**src/rtl/prll_bs_pkg.sv**
```systemverilog
// prll_bs_pkg: shared FSM state type, default sizing and destination-ID extraction
// Default config: 4 drivers, 32-bit packets, 8-bit destination field in the top bits.
package prll_bs_pkg;
  localparam int DRVRS = 4;
  localparam int BITS = 32;
  localparam int ID_W = 8;
  localparam int GW = $clog2(DRVRS);
  typedef enum logic [1:0] {IDLE, POP, XFER} state_e;
  // Packets up to 64 bits wide; returns the id_w-bit field ending at bit bits-1.
  function automatic logic [31:0] dest_id(input logic [63:0] pkt, input int bits, input int id_w);
    logic [63:0] m;
    m = (64'd1 << id_w) - 64'd1;
    return 32'((pkt >> (bits - id_w)) & m);
  endfunction
endpackage

```
**src/rtl/prll_bs_rr_pick.sv**
```systemverilog
// prll_bs_rr_pick: combinational round-robin picker, first request after last (mod n)
// Ports: req (request vector), last (previous winner), gnt_idx (winner index), any (some request set).
module prll_bs_rr_pick #(
  parameter int n = 4,
  parameter int gw = $clog2(n)
) (
  input  logic [n-1:0]  req,
  input  logic [gw-1:0] last,
  output logic [gw-1:0] gnt_idx,
  output logic          any
);
  // Scan from farthest to nearest so the nearest requester after last wins.
  always_comb begin
    gnt_idx = '0;
    for (int k = n; k >= 1; k--)
      if (req[(int'(last) + k) % n]) gnt_idx = gw'((int'(last) + k) % n);
    any = |req;
  end
endmodule

```
**src/rtl/prll_bs_rr_sched.sv**
```systemverilog
// prll_bs_rr_sched: round-robin pop/decode/push sequencer for one shared parallel bus
// Ports: clk, reset (sync, active-low), pndng/D_pop (driver FIFO status and FWFT data),
// pop/push/D_push (driver strobes and data), busy, grant_id, pkt_cnt, drop_err (status).
module prll_bs_rr_sched
  import prll_bs_pkg::*;
#(
  parameter int drvrs = DRVRS,
  parameter int bits = BITS,
  parameter int id_w = ID_W,
  parameter logic [id_w-1:0] broadcast = '1
) (
  input  logic                      clk,
  input  logic                      reset,
  input  logic [drvrs-1:0]          pndng,
  input  logic [drvrs*bits-1:0]     D_pop,
  output logic [drvrs-1:0]          pop,
  output logic [drvrs-1:0]          push,
  output logic [bits-1:0]           D_push,
  output logic                      busy,
  output logic [$clog2(drvrs)-1:0]  grant_id,
  output logic [15:0]               pkt_cnt,
  output logic                      drop_err
);
  localparam int gw = $clog2(drvrs);
  state_e            state_q;
  logic [gw-1:0]     last_q, pick;
  logic [bits-1:0]   pkt_q;
  logic [id_w-1:0]   dst;
  logic [drvrs-1:0]  one, push_d;
  logic              any, drop_d;
  prll_bs_rr_pick #(.n(drvrs), .gw(gw)) u_pick (.req(pndng), .last(last_q), .gnt_idx(pick), .any(any));
  assign one = drvrs'(1);
  assign dst = id_w'(dest_id(64'(pkt_q), bits, id_w));
  // Broadcast goes to everyone but the source; unicast may loop back to the source.
  always_comb begin
    push_d = dst == broadcast ? ~(one << grant_id) : 32'(dst) < drvrs ? one << dst : '0;
    drop_d = dst != broadcast && 32'(dst) >= drvrs;
  end
  always_ff @(posedge clk) begin
    if (!reset) begin
      state_q  <= IDLE;
      last_q   <= gw'(drvrs - 1);
      pkt_q    <= '0;
      pop      <= '0;
      push     <= '0;
      D_push   <= '0;
      busy     <= 1'b0;
      grant_id <= '0;
      pkt_cnt  <= '0;
      drop_err <= 1'b0;
    end else begin
      pop      <= '0;
      push     <= '0;
      drop_err <= 1'b0;
      case (state_q)
        IDLE: if (any) begin
          grant_id <= pick;
          last_q   <= pick;
          busy     <= 1'b1;
          state_q  <= POP;
        end
        POP: if (pndng[grant_id]) begin
          pop     <= one << grant_id;
          pkt_q   <= D_pop[grant_id*bits +: bits];
          state_q <= XFER;
        end else begin
          busy    <= 1'b0;
          state_q <= IDLE;
        end
        default: begin
          push     <= push_d;
          D_push   <= pkt_q;
          drop_err <= drop_d;
          pkt_cnt  <= pkt_cnt + 16'(|push_d);
          busy     <= 1'b0;
          state_q  <= IDLE;
        end
      endcase
    end
  end
endmodule

```
**config.mk**
```make
export PLATFORM = sky130hd
export DESIGN_NAME = prll_bs_rr_sched
export DESIGN_NICKNAME = d
export VERILOG_FILES = /design/src/rtl/prll_bs_pkg.sv /design/src/rtl/prll_bs_rr_pick.sv /design/src/rtl/prll_bs_rr_sched.sv
export SDC_FILE = /design/constraint.sdc
export NUM_CORES = 1
export LEC_CHECK = 0
export CAP_MARGIN = 20
export CORE_MARGIN = 5
export CORE_UTILIZATION = 45
export CTS_CLUSTER_SIZE = 8
export DETAILED_ROUTE_END_ITERATION = 10
export GPL_TIMING_DRIVEN = 0
export PLACE_DENSITY = 0.85
export SLEW_MARGIN = 10
export SYNTH_ARGS = -nofsm -noshare
export SYNTH_HDL_FRONTEND = slang
export SYNTH_SLANG_ARGS = --single-unit
```
**constraint.sdc**
```tcl
create_clock -name clk -period 6.6 [get_ports clk]
set_input_delay 1.32 -clock clk [delete_from_list [all_inputs] [get_ports clk]]
set_output_delay 1.32 -clock clk [all_outputs]
set_load 0.02 [all_outputs]
```
After elaboration in Yosys (flattened, before gate mapping):

Cells that the tools add are included.

* bits in registers: 96
* memories: 0
* memory bits (writable): 0
* output and inout port bits: 60
* bits in latches: 0
* ROM bits: 0
* bits of input ports: 134
* logic and storage cells: 76

* $mul: 0
* add/subtract/negate cells: 5
* shift operators: 3
* equal/unequal tests: 5
* order comparisons: 7
* reduce and logical (&&, ||, !) cells: 14
* bitwise logic cells: 6
* div/mod/pow operators: 0
* mux-type cells: 26

Operators with widths (number)
* 128-bit by 8-bit indexed part select with 32-bit output: 1
* 16-bit by 1-bit adder with 16-bit output: 1
* 3-bit by 4-bit less-than comparator with 1-bit output (second input constant): 4
* 2-bit 2-to-1 mux: 6
* 1-bit 2-to-1 mux: 11
* 1-bit binary-select mux with 2-bit select: 5
* 2-bit OR reduction: 5
* 8-bit equality test (second input constant): 1
* 8-bit by 3-bit >= comparator with 1-bit output (second input constant): 1
* 8-bit by 3-bit less-than comparator with 1-bit output (second input constant): 1
* 4-bit 2-to-1 mux: 2
* 8-bit inequality test (second input constant): 1
* 4-bit OR reduction: 2
* 1-bit by 8-bit << shifter with 4-bit output (first input constant): 1
* 2-bit AND reduction: 3
* 2-bit by 1-bit adder with 2-bit output (second input constant): 2
* 2-bit adder (second input constant): 2
* 1-bit AND (first input constant): 4
* 2-bit inequality test (second input constant): 2
* 4-bit inverter: 1
* 2-bit case mux with 2 select lines: 1
* 1-bit by 2-bit << shifter with 4-bit output (first input constant): 1
* 2-bit by 3-bit less-than comparator with 1-bit output (second input constant): 1
* 3-bit AND reduction: 1
* other kinds (6): 6

Depth between registers and ports, before layout:

* depth after elaboration: 10
* mapped depth: 9
* depth with buffers taken out: 9

By module:

From an unflattened synthesis, not the netlist that was laid out.

* cell total of the unflattened synthesis: 444
* area, all modules: 4598.2 µm²

Modules (own cells, without submodules)
* prll_bs_rr_sched: sequential area each 1921.8 µm², area each 4506.8 µm², times used 1, cells an instance 430
* prll_bs_rr_pick: sequential area each 0.0 µm², area each 91.3 µm², times used 1, cells an instance 14

Worst setup path after synthesis:

No wires, ideal clock.

* path type: register to register
* start point: reg pkt_q[28]
* end point: reg pkt_cnt[15]
* stages on the path, launching flop included: 9
* data arrival time: 2.601 ns
* setup slack: 3.928 ns
* cell sequence: dfxtp_1 or4_1 nor3_1 or2_2 ha_1 nand4_1 or4_4 or3_1 a21oi_1

* word-level cells in the longest chain between the ends: 5
* elaborated cells between the ends (all ways): 7

Ends and longest elaborated chain
* from (decl): RTL line prll_bs_rr_sched.sv:27 `logic [bits-1:0] pkt_q;`
* from (signal assigned): RTL line prll_bs_rr_sched.sv:64 `pkt_q <= D_pop[grant_id*bits +: bits];`
* 8-bit by 3-bit less-than comparator with 1-bit output / 1-bit by 8-bit << shifter with 4-bit output (equally long branches): RTL line prll_bs_rr_sched.sv:36 `push_d = dst == broadcast ? ~(one << grant_id) : 32'(dst) < drvrs ? one << dst : '0;`
* 4-bit 2-to-1 mux: RTL line prll_bs_rr_sched.sv:36
* 4-bit 2-to-1 mux (*): RTL line prll_bs_rr_sched.sv:36
* 4-bit OR reduction (*): RTL line prll_bs_rr_sched.sv:74 `pkt_cnt <= pkt_cnt + 16'(|push_d);`
* 16-bit by 1-bit adder with 16-bit output (*): RTL line prll_bs_rr_sched.sv:74
* to (signal assigned): RTL line prll_bs_rr_sched.sv:74
* to (decl): RTL line prll_bs_rr_sched.sv:21 `output logic [15:0] pkt_cnt,`

Mark *: on every way between the ends. The rest lies on a longest branch, timed or not.
A chain may end at the register's enable or synchronous reset.

Worst setup path after layout:

* start point: in pndng[1]
* end point: reg pkt_q[12]

* word-level cells in the longest chain between the ends: 3

Ends and longest elaborated chain
* from (decl): RTL line prll_bs_rr_sched.sv:14 `input logic [drvrs-1:0] pndng,`
* 1-bit binary-select mux with 2-bit select: RTL line prll_bs_rr_sched.sv:62 `POP: if (pndng[grant_id]) begin`
* 1-bit 2-to-1 mux (implied by the code): RTL line prll_bs_rr_sched.sv:62
* 2-bit AND reduction (no source line)

No other way between the ends. The select of a mux whose other input is x is not followed.

==> flow_metrics.env <==
export IMPL_dp_slack_ns=3.30
export IMPL_die_x_um=108
export IMPL_post_route_fraction_of_the_period_consumed_by_the_critical_path_pct=45.4
export IMPL_insertedDiodeCount=0
export IMPL_globalplace_congestion=0.874
export IMPL_synth_cells_most_frequent="dfxtp_1, nand2_1, nor2_1"
export IMPL_drt_iter0_drc=159
export IMPL_clock_skew_ns=0.0124
export IMPL_yosysMostFrequentCell="dfxtp_1"
export IMPL_core_rowCount=35
export IMPL_drt_pass1_iter_count=5
export IMPL_drv_slew=0
export IMPL_status="finished, final reports clean"
export IMPL_number_of_violations_of_the_max_capacitance_limit=0
export IMPL_yosys_register_bits=96
export IMPL_max_clock_path_buffers=2
export IMPL_cpPeakStageDelay_ns=0.57
export IMPL_die_area_um2=11700
export IMPL_cts_hold_buffers_added=0
export IMPL_postSynthNetCount=573
export IMPL_synth_top_cells_by_area="dfxtp_1, mux4_2, mux2i_1"
export IMPL_chipHeight_um=108
export IMPL_synth_async_reset_ratio_pct=0
export IMPL_synthesis_area_per_instance_um2=9.96
export IMPL_cpLargestDelayFamily="buffers and inverters"
export IMPL_cts_sinks=96
export IMPL_hold_path_class="reg2reg"
export IMPL_timing_critical_path_from_type="primary input"
export IMPL_fraction_of_layout_cells_with_a_size_suffix_above_1_pct=10.8
export IMPL_power_density_nw_per_um2=198
export IMPL_avgRoutedWirePerCell_um=16.5
export IMPL_cts_buffers_inserted=9
export IMPL_final_antenna_net_count=0
export IMPL_synth_top_flop_cell="dfxtp_1"
export IMPL_grt_pass1_vias=4259
export IMPL_cp_slowest_cell="clkdlybuf4s50_1"
export IMPL_initial_core_util_pct=46.6
export IMPL_placeableCoreArea_um2=9330
export IMPL_number_of_remaining_drc_errors=0
export IMPL_post_dp_hpwl_um=10500
export IMPL_setup_repair_after_global_routing_missed_its_margin="no"
export IMPL_yosysWarningCount=0
export IMPL_net_total_in_the_final_layout=777
export IMPL_dpl_cell_count=759
export IMPL_yosysSeqAreaShare_pct=44.2
export IMPL_worst_slew_pin_slew_ns=0.710
export IMPL_grt_usage_pct=21.6
export IMPL_via_count=4078
export IMPL_netlist_area_um2=4350
export IMPL_antenna_found_initial=0
export IMPL_synthesis_instances=437
export IMPL_holdWs_ns=0.456
export IMPL_post_cts_setup_buffer_count=0
export IMPL_postRouteWirelength_um=12800
export IMPL_port_buffers=193
export IMPL_setup_worst_path_class="in2reg"
export IMPL_ioPinCount=194
export IMPL_max_freq_mhz=334
export IMPL_cts_max_level=3
export IMPL_netlist_cell_type_count=36
export IMPL_worstPathBufferInverterCount=2
export IMPL_tns_ns=0
export IMPL_setup_violations=0
export IMPL_finalPower_mw=1.31
export IMPL_synth_top_area_share_pct=44.2
export IMPL_total_congestion_overflow=0
export IMPL_worst_ir_drop_vdd_v=0.000141
export IMPL_crit_path_end_kind="flip-flop"
export IMPL_cts_clk_slew_worst_paths_ns=0.09
export IMPL_post_synth_top_area_cell="dfxtp_1"
export IMPL_final_critical_path_setup_slack_ns=3.61
export IMPL_later_pin_clock_latency_in_the_skew_report_ns=0.34
export IMPL_tritoncts="built"
export IMPL_critical_path_required_ns=6.86
export IMPL_finish_cell_count_without_fillers=775
export IMPL_grt_start_max_net_pins=17
export IMPL_via_per_inst=5.26
export IMPL_cellLeakagePower_nw=2.29
export IMPL_max_slew_margin_pct=52.7
export IMPL_cts_root_buffer_cell="clkbuf_8"
export IMPL_finalHoldViolations=0
export IMPL_grt_first_pass_wirelength_um=20000
export IMPL_worst_ep_arrival_ns=3.26
export IMPL_synth_edf_count=0
export IMPL_layout_stage_area_growth_over_the_synthesis_result_pct=52.8
export IMPL_ctsResizeCount=0
export IMPL_crit_path_max_fanout=10
export IMPL_post_route_min_period_ns=2.99
export IMPL_timing_critical_path_cells="clkdlybuf4s50_1 > mux4_2 > nor3b_2 > buf_2 > nand2_1 > a21oi_1"
==> metal layers <==
metal / wire length, um / up-vias / track usage [%]
li1: - / 1948 / -
met1: 4690 / 1920 / 23.3
met2: 6460 / 191 / 40.0
met3: 1350 / 19 / 6.45
met4: 261 / 0 / 7.21
met5: 0 / - / 0
==> kinds of logic (layout without fill, tap and decap cells) <==
| kind of cell | Yosys count | after routing | share of synthesized area, % |
|---|---|---|---|
| and+or+nand+nor | 166 | 166 | 17.1 |
| DFF | 96 | 96 | 44.2 |
| muxes | 68 | 68 | 25.1 |
| AOI/OAI and AO/OA | 56 | 56 | 7.19 |
| buffers and inverters | 39 | 248 | 3.85 |
| xor gates and xnor gates | 10 | 10 | 2.01 |
| adders and majority gates | 2 | 2 | 0.575 |
==> cell usage in the layout (no fill, tap or decap), types with 2 or more instances in the layout <==
cell             instances
mux2i_1                 35
xnor2_1                  6
or3_1                    4
clkdlybuf4s50_1        193
mux4_2                  33
clkbuf_8                10
nand3_1                  4
nor2b_1                  3
nor2_1                  54
buf_2                   14
nand4_1                  6
nor3b_1                  2
inv_6                    2
o21ai_0                  8
clkbuf_1                11
dfxtp_1                 96
ha_1                     2
a21oi_1                 41
a32oi_1                  3
xor2_1                   4
nor3_1                   3
or2_2                    2
nor4_1                   4
buf_1                    3
nand2b_1                 3
nand2_1                 74
inv_1                   11
==> through the flow <==
stage	instance area (um^2)	utilization (%)
after floorplan	4350	-
after global routing	6650	71.3
final	6650	71.3
after detailed placement	6440	69.1
after CTS	6650	71.3
after global placement	6440	69.1
==> registers in the layout, indices dropped and copies added (netlist names) <==
signal,flops
last_q,2
D_push,32
busy,1
pkt_cnt,16
push,4
pop,4
state_q,2
pkt_q,32
drop_err,1
grant_id,2
==> path summary, 6_finish.rpt <==
path,from,to,slack [ns],cells after the start
worst max-delay path,pndng[1],pkt_q[12]$_SDFFE_PN0P_,3.61,6
worst min-delay path,pkt_q[22]$_SDFFE_PN0P_,pkt_q[22]$_SDFFE_PN0P_,0.46,2
worst max register to register,pkt_q[28]$_SDFFE_PN0P_,pkt_cnt[15]$_SDFFE_PN0N_,3.61,8
worst min register to register,pkt_q[22]$_SDFFE_PN0P_,pkt_q[22]$_SDFFE_PN0P_,0.46,2
==> worst min-delay path, stage by stage (launching register included) <==
cell and delay, ns:
dfxtp_1 0.31, nand2_1 0.05, a21oi_1 0.05
==> report_power, final <==
part | total [mW] | internal [mW] | switching [mW]
Sequential | 0.621 | 0.603 | 0.0175
Clock | 0.390 | 0.189 | 0.200
Combinational | 0.304 | 0.177 | 0.128
==> final cells by class <==
type / instances / area (um^2)
Buffer: 28 / 126
Clock inverter: 5 / 63.8
Fill cell: 724 / 2680
Multi-Input combinational cell: 302 / 2260
Sequential cell: 96 / 1920
Clock buffer: 11 / 141
Inverter: 11 / 41.3
Tap cell: 129 / 161
Timing Repair Buffer: 193 / 1930
No activity file was read; power rests on OpenSTA's default activity.
